**src/rtl/sdm_pkg.sv**
```systemverilog
// Shared constants for the 2nd-order sigma-delta modulator: default widths, full-scale
// feedback level, integrator saturation limits, mute FSM encoding and dither LFSR setup.
package sdm_pkg;
    localparam int DW_DEF        = 24;
    localparam int IW_DEF        = DW_DEF + 4;
    localparam int GW_DEF        = 10;
    localparam int RAMP_STEP_DEF = 1;

    localparam longint FS    = 64'sd1 <<< (DW_DEF - 1);
    localparam longint I_MAX = (64'sd1 <<< (IW_DEF - 1)) - 1;
    localparam longint I_MIN = -I_MAX;

    typedef enum logic [1:0] {
        MUTED   = 2'd0,
        RAMP_UP = 2'd1,
        UNITY   = 2'd2,
        RAMP_DN = 2'd3
    } mute_state_t;

    // x^16+x^14+x^13+x^11+1 as a right-shifting Fibonacci register: feedback taps bits 0,2,3,5
    localparam logic [15:0] LFSR_SEED = 16'hACE1;
    localparam logic [15:0] LFSR_TAPS = 16'h002D;
endpackage

```
**src/rtl/sdm_mute_ramp.sv**
```systemverilog
// Soft-mute controller: walks the gain one RAMP_STEP per clock toward 0 or unity,
// with mute_ack registered high exactly while the FSM sits in MUTED.
module sdm_mute_ramp
    import sdm_pkg::*;
#(
    parameter int GW        = GW_DEF,
    parameter int RAMP_STEP = RAMP_STEP_DEF
) (
    input  logic        clock,
    input  logic        rstn,
    input  logic        mute_req,
    output logic [GW:0] gain,
    output logic        mute_ack
);
    localparam logic [GW:0] G_MAX = {1'b1, {GW{1'b0}}};
    localparam logic [GW:0] STEP  = (GW+1)'(RAMP_STEP);

    mute_state_t state, state_n;
    logic [GW:0] gain_n, gain_up, gain_dn;

    assign gain_up = (gain >= G_MAX - STEP) ? G_MAX : gain + STEP;
    assign gain_dn = (gain <= STEP) ? '0 : gain - STEP;

    always_comb begin
        state_n = state;
        gain_n  = gain;
        case (state)
            MUTED:   if (!mute_req) state_n = RAMP_UP;
            RAMP_UP: if (mute_req)  state_n = RAMP_DN;
            UNITY:   if (mute_req)  state_n = RAMP_DN;
            RAMP_DN: if (!mute_req) state_n = RAMP_UP;
            default: state_n = MUTED;
        endcase
        // The step is taken on the same edge the direction is decided, so reversals
        // continue from the current gain and a full ramp lasts 2**GW/RAMP_STEP clocks.
        if (state_n == RAMP_UP) begin
            gain_n = gain_up;
            if (gain_up == G_MAX) state_n = UNITY;
        end else if (state_n == RAMP_DN) begin
            gain_n = gain_dn;
            if (gain_dn == '0) state_n = MUTED;
        end else if (state_n == UNITY) begin
            gain_n = G_MAX;
        end else begin
            gain_n = '0;
        end
    end

    always_ff @(posedge clock or negedge rstn) begin
        if (!rstn) begin
            state    <= MUTED;
            gain     <= '0;
            mute_ack <= 1'b1;
        end else begin
            state    <= state_n;
            gain     <= gain_n;
            mute_ack <= (state_n == MUTED);
        end
    end
endmodule

```
**src/rtl/sdm_2nd_order_mod.sv**
```systemverilog
// Second-order 1-bit sigma-delta modulator with soft-mute gain ramp, saturating
// integrators and sticky overflow flag. Define SDM_DITHER_EN to add LFSR dither to q.
module sdm_2nd_order_mod
    import sdm_pkg::*;
#(
    parameter int DW        = DW_DEF,
    parameter int IW        = IW_DEF,
    parameter int GW        = GW_DEF,
    parameter int RAMP_STEP = RAMP_STEP_DEF
) (
    input  logic                 clock,
    input  logic                 rstn,
    input  logic signed [DW-1:0] data_in,
    input  logic                 mute_req,
    input  logic                 ovf_clr,
    output logic                 sdm_out,
    output logic                 mute_ack,
    output logic                 ovf_flag
);
    localparam int SW = IW + 2;
    localparam int PW = DW + GW + 2;
    localparam logic signed [SW-1:0] FS_S   = {{(SW-DW){1'b0}}, 1'b1, {(DW-1){1'b0}}};
    localparam logic signed [SW-1:0] SAT_HI = {{(SW-IW+1){1'b0}}, {(IW-1){1'b1}}};
    localparam logic signed [SW-1:0] SAT_LO = -SAT_HI;
    localparam logic signed [SW-1:0] ZERO   = '0;

    logic [GW:0]           gain;
    logic signed [IW-1:0]  i1, i2, i1_next, i2_next;
    logic signed [PW-1:0]  prod, x_full;
    logic signed [SW-1:0]  x, fb, s1, s2, q;
    logic                  clip1, clip2;

    sdm_mute_ramp #(.GW(GW), .RAMP_STEP(RAMP_STEP)) u_ramp (
        .clock    (clock),
        .rstn     (rstn),
        .mute_req (mute_req),
        .gain     (gain),
        .mute_ack (mute_ack)
    );

    // Gain then an extra >>>1 for -6 dB loop headroom, folded into one arithmetic shift
    assign prod   = PW'(data_in) * PW'($signed({1'b0, gain}));
    assign x_full = prod >>> (GW + 1);
    assign x      = SW'(x_full);
    assign fb     = sdm_out ? FS_S : -FS_S;

    always_comb begin
        s1      = SW'(i1) + x - fb;
        clip1   = (s1 > SAT_HI) || (s1 < SAT_LO);
        i1_next = (s1 > SAT_HI) ? IW'(SAT_HI) : (s1 < SAT_LO) ? IW'(SAT_LO) : IW'(s1);
        s2      = SW'(i2) + SW'(i1_next) - fb;
        clip2   = (s2 > SAT_HI) || (s2 < SAT_LO);
        i2_next = (s2 > SAT_HI) ? IW'(SAT_HI) : (s2 < SAT_LO) ? IW'(SAT_LO) : IW'(s2);
    end

`ifdef SDM_DITHER_EN
    logic [15:0] lfsr;

    always_ff @(posedge clock or negedge rstn) begin
        if (!rstn) lfsr <= LFSR_SEED;
        else       lfsr <= {^(lfsr & LFSR_TAPS), lfsr[15:1]};
    end

    // Dither only perturbs the decision; the stored i2 stays clean
    assign q = SW'(i2_next) + SW'($signed(lfsr[3:0]));
`else
    assign q = SW'(i2_next);
`endif

    always_ff @(posedge clock or negedge rstn) begin
        if (!rstn) begin
            i1       <= '0;
            i2       <= '0;
            sdm_out  <= 1'b0;
            ovf_flag <= 1'b0;
        end else begin
            i1       <= i1_next;
            i2       <= i2_next;
            sdm_out  <= (q >= ZERO);
            ovf_flag <= clip1 | clip2 | (ovf_flag & ~ovf_clr);
        end
    end
endmodule

```
**config.mk**
```make
export PLATFORM = sky130hd
export DESIGN_NAME = sdm_2nd_order_mod
export DESIGN_NICKNAME = d
export VERILOG_FILES = /design/src/rtl/sdm_pkg.sv /design/src/rtl/sdm_mute_ramp.sv /design/src/rtl/sdm_2nd_order_mod.sv
export SDC_FILE = /design/constraint.sdc
export NUM_CORES = 1
export LEC_CHECK = 0
export ABC_CLOCK_PERIOD_IN_PS = 17900
export BUFFER_PORTS_ARGS = -buffer_cell sky130_fd_sc_hd__buf_4
export CORE_AREA = 3 3 185 187
export DETAILED_ROUTE_END_ITERATION = 10
export DIE_AREA = 0 0 188 190
export PLACE_DENSITY = 0.69
export SETUP_SLACK_MARGIN = 0.4
export SLEW_MARGIN = 20
export SYNTH_ARGS = -nofsm -noshare
export SYNTH_HDL_FRONTEND = slang
export SYNTH_SLANG_ARGS = --single-unit
```
**constraint.sdc**
```tcl
create_clock -name clock -period 17.9 [get_ports clock]
set_input_delay 0.895 -clock clock [delete_from_list [all_inputs] [get_ports clock]]
set_output_delay 0.895 -clock clock [all_outputs]
set_load 0.02 [all_outputs]
```
* Word-level counts from Yosys, hierarchy flattened
Cells that the tools add are included.
** Operators by class
- Multiplexer cells :: 17
- $mul :: 1
- Add/sub/neg operators :: 6
- Bitwise gates (word level) :: 4
- Eq/ne operators :: 7
- Order comparisons :: 7
- Reduce and logical (&&, ||, !) cells :: 7
** Operators by type and width (count)
- two-way mux 28 bit :: 4
- greater-than comparator 30 x 28 -> 1 bit, second input constant :: 2
- < comparator 30 x 28 -> 1 bit, second input constant :: 2
- subtractor 29 x 30 -> 30 bit :: 2
- two-way mux 11 bit :: 5
- multiplier 24 x 12 -> 36 bit :: 1
- two-way mux 30 bit :: 1
- adder 28 x 25 -> 29 bit :: 1
- adder 28 x 28 -> 29 bit :: 1
- >= comparator 28 x 1 -> 1 bit, second input constant :: 1
- two-way mux 2 bit :: 6
- adder 11 x 1 -> 11 bit, second input constant :: 1
- == test 11 bit, second input constant :: 1
- >= comparator 11 x 10 -> 1 bit, second input constant :: 1
- <= comparator 11 x 1 -> 1 bit, second input constant :: 1
- zero test 11 bit :: 1
- subtractor 11 x 1 -> 11 bit, second input constant :: 1
- == test 2 bit, second input constant :: 4
- == test 2 x 1 -> 1 bit, second input constant :: 2
- zero test 2 bit :: 2
- case mux 2 bit (2 select lines) :: 1
- OR reduction 2 bit :: 2
- logical OR 1 bit :: 2
- bitwise OR 1 bit :: 2
- 2 further kinds :: 2
** Word-level totals
- Logic and storage cells :: 56
- Input port bits :: 28
- Register bits after elaboration :: 72
- Output and inout bits :: 3

* Longest topological paths before layout
- Depth in word-level cells :: 12
- Gate-level depth with buffers :: 65
- Gate-level depth less buffers :: 58

* Modules after synthesis
From an unflattened synthesis, not the netlist that was laid out.
** Unflattened totals
- Cell total of the unflattened synthesis :: 2076
- Area total of the unflattened synthesis :: 17027.6 um^2
** Modules (own cells, without submodules)
- sdm_2nd_order_mod :: area an instance 15954.1 um^2, times used 1, cells an instance 1951
- sdm_mute_ramp :: area an instance 1073.5 um^2, times used 1, cells an instance 125

* Least setup slack after synthesis
No wires, ideal clock.
- Path kind :: input to register
- Start :: in data_in[7]
- End :: reg i2[0]
- Buffers on the path :: 3
- Setup time :: 132 ps
- Setup slack :: 4648 ps
- Arrival time :: 13120 ps
- Data required time :: 17768 ps
- Stages :: 55
- Cells stage by stage :: clkbuf_1 > nand2_1 > fa_1 > inv_1 > fa_1 > fa_1 > fa_1 > inv_1 > fa_1 > inv_1 > ha_1 > nor3_1 > nor3b_1 > o21a_1 > o211ai_1 > a311oi_1 > o21ai_1 > o311a_1 > (+19 left out) > ha_1 > inv_1 > ha_1 > a21o_1 > a21o_1 > or3_1 > o21ai_0 > o211ai_1 > a31oi_1 > o21ai_0 > a21oi_1 > o211ai_1 > a31oi_1 > o21ai_0 > xnor2_1 > a31oi_1 > a31o_4 > or3b_1
** Between the ends
- Word-level cells in the longest chain between the ends :: 11
** Ends and longest elaborated chain
- start: declaration :: line sdm_2nd_order_mod.sv:13 : input logic signed [DW-1:0] data_in,
- multiplier 24 x 12 -> 36 bit * :: line sdm_2nd_order_mod.sv:42 : assign prod = PW'(data_in) * PW'($signed({1'b0, gain}));
- adder 28 x 25 -> 29 bit * :: line sdm_2nd_order_mod.sv:48 : s1 = SW'(i1) + x - fb;
- subtractor 29 x 30 -> 30 bit * :: line sdm_2nd_order_mod.sv:48
- < comparator 30 x 28 -> 1 bit :: line sdm_2nd_order_mod.sv:50 : i1_next = (s1 > SAT_HI) ? IW'(SAT_HI) : (s1 < SAT_LO) ? IW'(SAT_LO) : IW'(s1);
- two-way mux 28 bit :: line sdm_2nd_order_mod.sv:50
- two-way mux 28 bit * :: line sdm_2nd_order_mod.sv:50
- adder 28 x 28 -> 29 bit * :: line sdm_2nd_order_mod.sv:51 : s2 = SW'(i2) + SW'(i1_next) - fb;
- subtractor 29 x 30 -> 30 bit * :: line sdm_2nd_order_mod.sv:51
- < comparator 30 x 28 -> 1 bit :: line sdm_2nd_order_mod.sv:53 : i2_next = (s2 > SAT_HI) ? IW'(SAT_HI) : (s2 < SAT_LO) ? IW'(SAT_LO) : IW'(s2);
- two-way mux 28 bit :: line sdm_2nd_order_mod.sv:53
- two-way mux 28 bit * :: line sdm_2nd_order_mod.sv:53
- net i2_next[0] :: line sdm_2nd_order_mod.sv:28 : logic signed [IW-1:0] i1, i2, i1_next, i2_next;
- end signal: assignment :: line sdm_2nd_order_mod.sv:78 : i2 <= i2_next;
- end: declaration :: line sdm_2nd_order_mod.sv:28
The timed path passes the listed nets; every way through them passes the cells marked *.

* Final worst setup path
- Start :: reg u_ramp.gain[5]
- End :: reg i2[0]
** Between the ends
- Word-level cells in the longest chain between the ends :: 11
** Ends and longest elaborated chain
- start: declaration :: line sdm_mute_ramp.sv:12 : output logic [GW:0] gain,
- start signal: assignment :: line sdm_mute_ramp.sv:56 : gain <= gain_n;
- multiplier 24 x 12 -> 36 bit * :: line sdm_2nd_order_mod.sv:42
- adder 28 x 25 -> 29 bit * :: line sdm_2nd_order_mod.sv:48
- subtractor 29 x 30 -> 30 bit * :: line sdm_2nd_order_mod.sv:48
- < comparator 30 x 28 -> 1 bit :: line sdm_2nd_order_mod.sv:50
- two-way mux 28 bit :: line sdm_2nd_order_mod.sv:50
- two-way mux 28 bit * :: line sdm_2nd_order_mod.sv:50
- adder 28 x 28 -> 29 bit * :: line sdm_2nd_order_mod.sv:51
- subtractor 29 x 30 -> 30 bit * :: line sdm_2nd_order_mod.sv:51
- < comparator 30 x 28 -> 1 bit :: line sdm_2nd_order_mod.sv:53
- two-way mux 28 bit :: line sdm_2nd_order_mod.sv:53
- two-way mux 28 bit * :: line sdm_2nd_order_mod.sv:53
- net i2_next[0] :: line sdm_2nd_order_mod.sv:28
Marks and branches as above.

==> impl_metrics.env <==
export IMPL_status="finished clean"
export IMPL_drv_slew=0
export IMPL_hold_viol=0
export IMPL_startpoint_type="flip-flop"
export IMPL_grtUsageTotal_pct=21.8
export IMPL_max_cap_violations=0
export IMPL_cts_htree_levels=3
export IMPL_cts_hold_buffers_added=0
export IMPL_diodes=0
export IMPL_worst_pin_slew_ns=1.04
export IMPL_synth_simple_area_share_pct=16.2
export IMPL_arrival_ns=15.10
export IMPL_endpoint_kind="flip-flop"
export IMPL_nFillCells=3094
export IMPL_synthFlopType="dfrtp_1"
export IMPL_place_area_um2=16900
export IMPL_insertion_delay_ns=0.35
export IMPL_cts_tree="done"
export IMPL_crit_path_max_fanout=24
export IMPL_grt_start_max_net_pins=73
export IMPL_numCtsBuffers=9
export IMPL_drcViolationCount=0
export IMPL_drt_iter0_drc=634
export IMPL_fin_ws_ns=3.02
export IMPL_synthesis_area_um2=16400
export IMPL_ys_types=91
export IMPL_min_path_type="flip-flop to flip-flop"
export IMPL_hold_path_depth=2
export IMPL_cts_sinks=72
export IMPL_root_buffer="clkbuf_16"
export IMPL_die_w_um=188
export IMPL_synth_area_per_cell_um2=8.29
export IMPL_synth_compound_area_share_pct=11.9
export IMPL_syn_inst=1974
export IMPL_fin_tns_setup_ns=0
export IMPL_wl_per_cell_um=15.6
export IMPL_post_cts_resized=0
export IMPL_dpl_worst_slack_ns=3.08
export IMPL_clk_pin_slew_worst_paths_ns=0.06
export IMPL_path_class="flip-flop to flip-flop"
export IMPL_post_route_util_pct=52.8
export IMPL_fin_skew_ns=0.0106
export IMPL_setup_viol=0
export IMPL_die_height_um=190
export IMPL_seqCellArea_um2=1800
export IMPL_hpwlAfterDp_um=30900
export IMPL_rsz0062_at_grt="false"
export IMPL_finalInstanceArea_um2=17200
export IMPL_layout_drive_gt1_share_pct=4.92
export IMPL_grt_pass1_vias=13200
export IMPL_post_cts_buffers=0
export IMPL_core_area_um2=32600
export IMPL_synth_fa_ha_area_share_pct=43.1
export IMPL_nNetsFinal=2394
export IMPL_synth_seq_area_share_pct=11.0
export IMPL_crit_required_ns=18.12
export IMPL_synth_area_leader_cell="fa_1"
export IMPL_synth_xor_area_share_pct=4.54
export IMPL_grt_overflow=0
export IMPL_syn_to_final_growth_pct=5.21
export IMPL_post_route_min_period_ns=14.88
export IMPL_place_gp_congestion=0.871
export IMPL_port_buffer_count=30
export IMPL_postRouteAntennaNets=0
export IMPL_multi_input_area_um2=12500
export IMPL_synth_nets=2422
export IMPL_dr_pass1_iters=6
export IMPL_synth_top_cell_area_share_pct=29.3
export IMPL_max_clock_freq_ghz=0.0672
export IMPL_rr_worst_depth=54
export IMPL_synth_edf_count=0
export IMPL_synthMuxAreaShare_pct=0.520
export IMPL_async_flop_share_pct=100
export IMPL_cp_slowest_cell="dfrtp_1"
export IMPL_grt_pass1_wl_um=64000
export IMPL_cts_buffer_depth=2
export IMPL_die_area_um2=35700
export IMPL_initial_core_util_pct=50.2
export IMPL_synthTopCellsByArea="fa_1 (29%), ha_1 (14%), dfrtp_1 (11%)"
export IMPL_period_share_pct=83.1
export IMPL_vias=12800
export IMPL_rows=66
export IMPL_antenna_found_initial=0
export IMPL_yosysWarnings=0
export IMPL_cpPeakStageDelay_ns=0.63
export IMPL_wl_um=37300
export IMPL_synth_top_family_by_area="adder cells"
export IMPL_relSlewSlack_pct=30.5
export IMPL_synth_seq_cells=72
export IMPL_ios=31
export IMPL_vias_per_cell=5.34
## cell type report
type	count	share of cell area (%)
Sequential cell	72	10.5
Clock inverter	6	0.385
Inverter	465	10.1
Timing Repair Buffer	44	1.92
Multi-Input combinational cell	1354	72.5
Tap cell	442	3.21
Clock buffer	10	1.39
## synth_stat cells (8+ instances only)
cell type and count:
a21o_1 22, a21oi_1 111, a31oi_1 14, and2_1 73
and3_1 15, buf_1 12, clkbuf_1 61, dfrtp_1 71
fa_1 240, ha_1 180, inv_1 465, nand2_1 268
nand2b_1 15, nand3_1 22, nand4_1 12, nor2_1 68
nor2b_1 15, nor3_1 17, o21a_1 10, o21ai_0 50
o21bai_1 8, xnor2_1 43, xor2_1 35
## registers in the layout, summed over array words and instances (netlist names)
signal           flops
i2                  28
i1                  28
ovf_flag             1
u_ramp.state         2
u_ramp.gain         11
u_ramp.mute_ack      1
sdm_out              1
## worst paths after layout
check / startpoint / endpoint / slack (ns)
hold reg to reg: ovf_flag / ovf_flag / 0.60
max in group asynchronous: rstn / i1[18] / 16.54
setup reg to reg: u_ramp.gain[5] / i2[0] / 3.02
min in group asynchronous: rstn / sdm_out / 0.71
setup / recovery: u_ramp.gain[5] / i2[0] / 3.02
hold / removal: ovf_flag / ovf_flag / 0.60
## layout by cell type, fill, tap and decap left out, drive strengths merged, types with 5 or more instances in the layout
master	instances
o21ai	59
o21bai	8
xor2	37
nor2b	15
a21oi	111
nor2	68
nand2	268
a22oi	5
nand4	12
and2	74
nand2b	15
inv	466
fa	240
or2	8
clkbuf	10
nand3	22
buf	44
a21o	22
xnor2	44
nand4b	5
o211ai	6
o21a	10
or3	5
ha	180
a211oi	7
dfrtp	71
a31oi	15
o31ai	7
a21boi	5
and4	5
nor3	18
and3	15
## logic make-up (layout without fill, tap and decap cells)
| logic type | after synthesis | in the layout |
|---|---|---|
| adders and majority gates | 420 | 420 |
| xor gates and xnor gates | 81 | 81 |
| muxes | 7 | 7 |
| buffers and inverters | 548 | 525 |
| and+or+nand+nor | 551 | 551 |
| DFF | 72 | 72 |
| AOI/OAI and AO/OA | 295 | 295 |
## metal layers
metal	GRT usage (%)	wire [um]	share of wire, %	up-vias
met5	0	0	0	-
met4	4.53	594	1.6	0
li1	-	-	-	6080
met3	3.11	1820	4.9	50
met2	37.6	18400	49	345
met1	29.4	16500	44	6307
## worst max-delay path: cells and delay by family (launching register included)
kind,cells,cell delay [ns]
buffers and inverters,4,0.69
XOR/XNOR,2,0.45
adder cells (fa/ha/maj),10,4.16
AO/OA/AOI/OAI,29,6.61
AND/OR/NAND/NOR,9,2.14
flip-flops,1,0.63
## through the flow
step / hold slack [ns] / cells
after floorplan: 0.552 / 1974
after global placement: 0.562 / 2377
after detailed placement: 0.558 / 2377
after CTS: 0.578 / 2393
after global routing: 0.625 / 2393
final: 0.595 / 2393
Power is not shown: default switching activity piles up to over one toggle a cycle in this logic, so the estimate is an artifact.
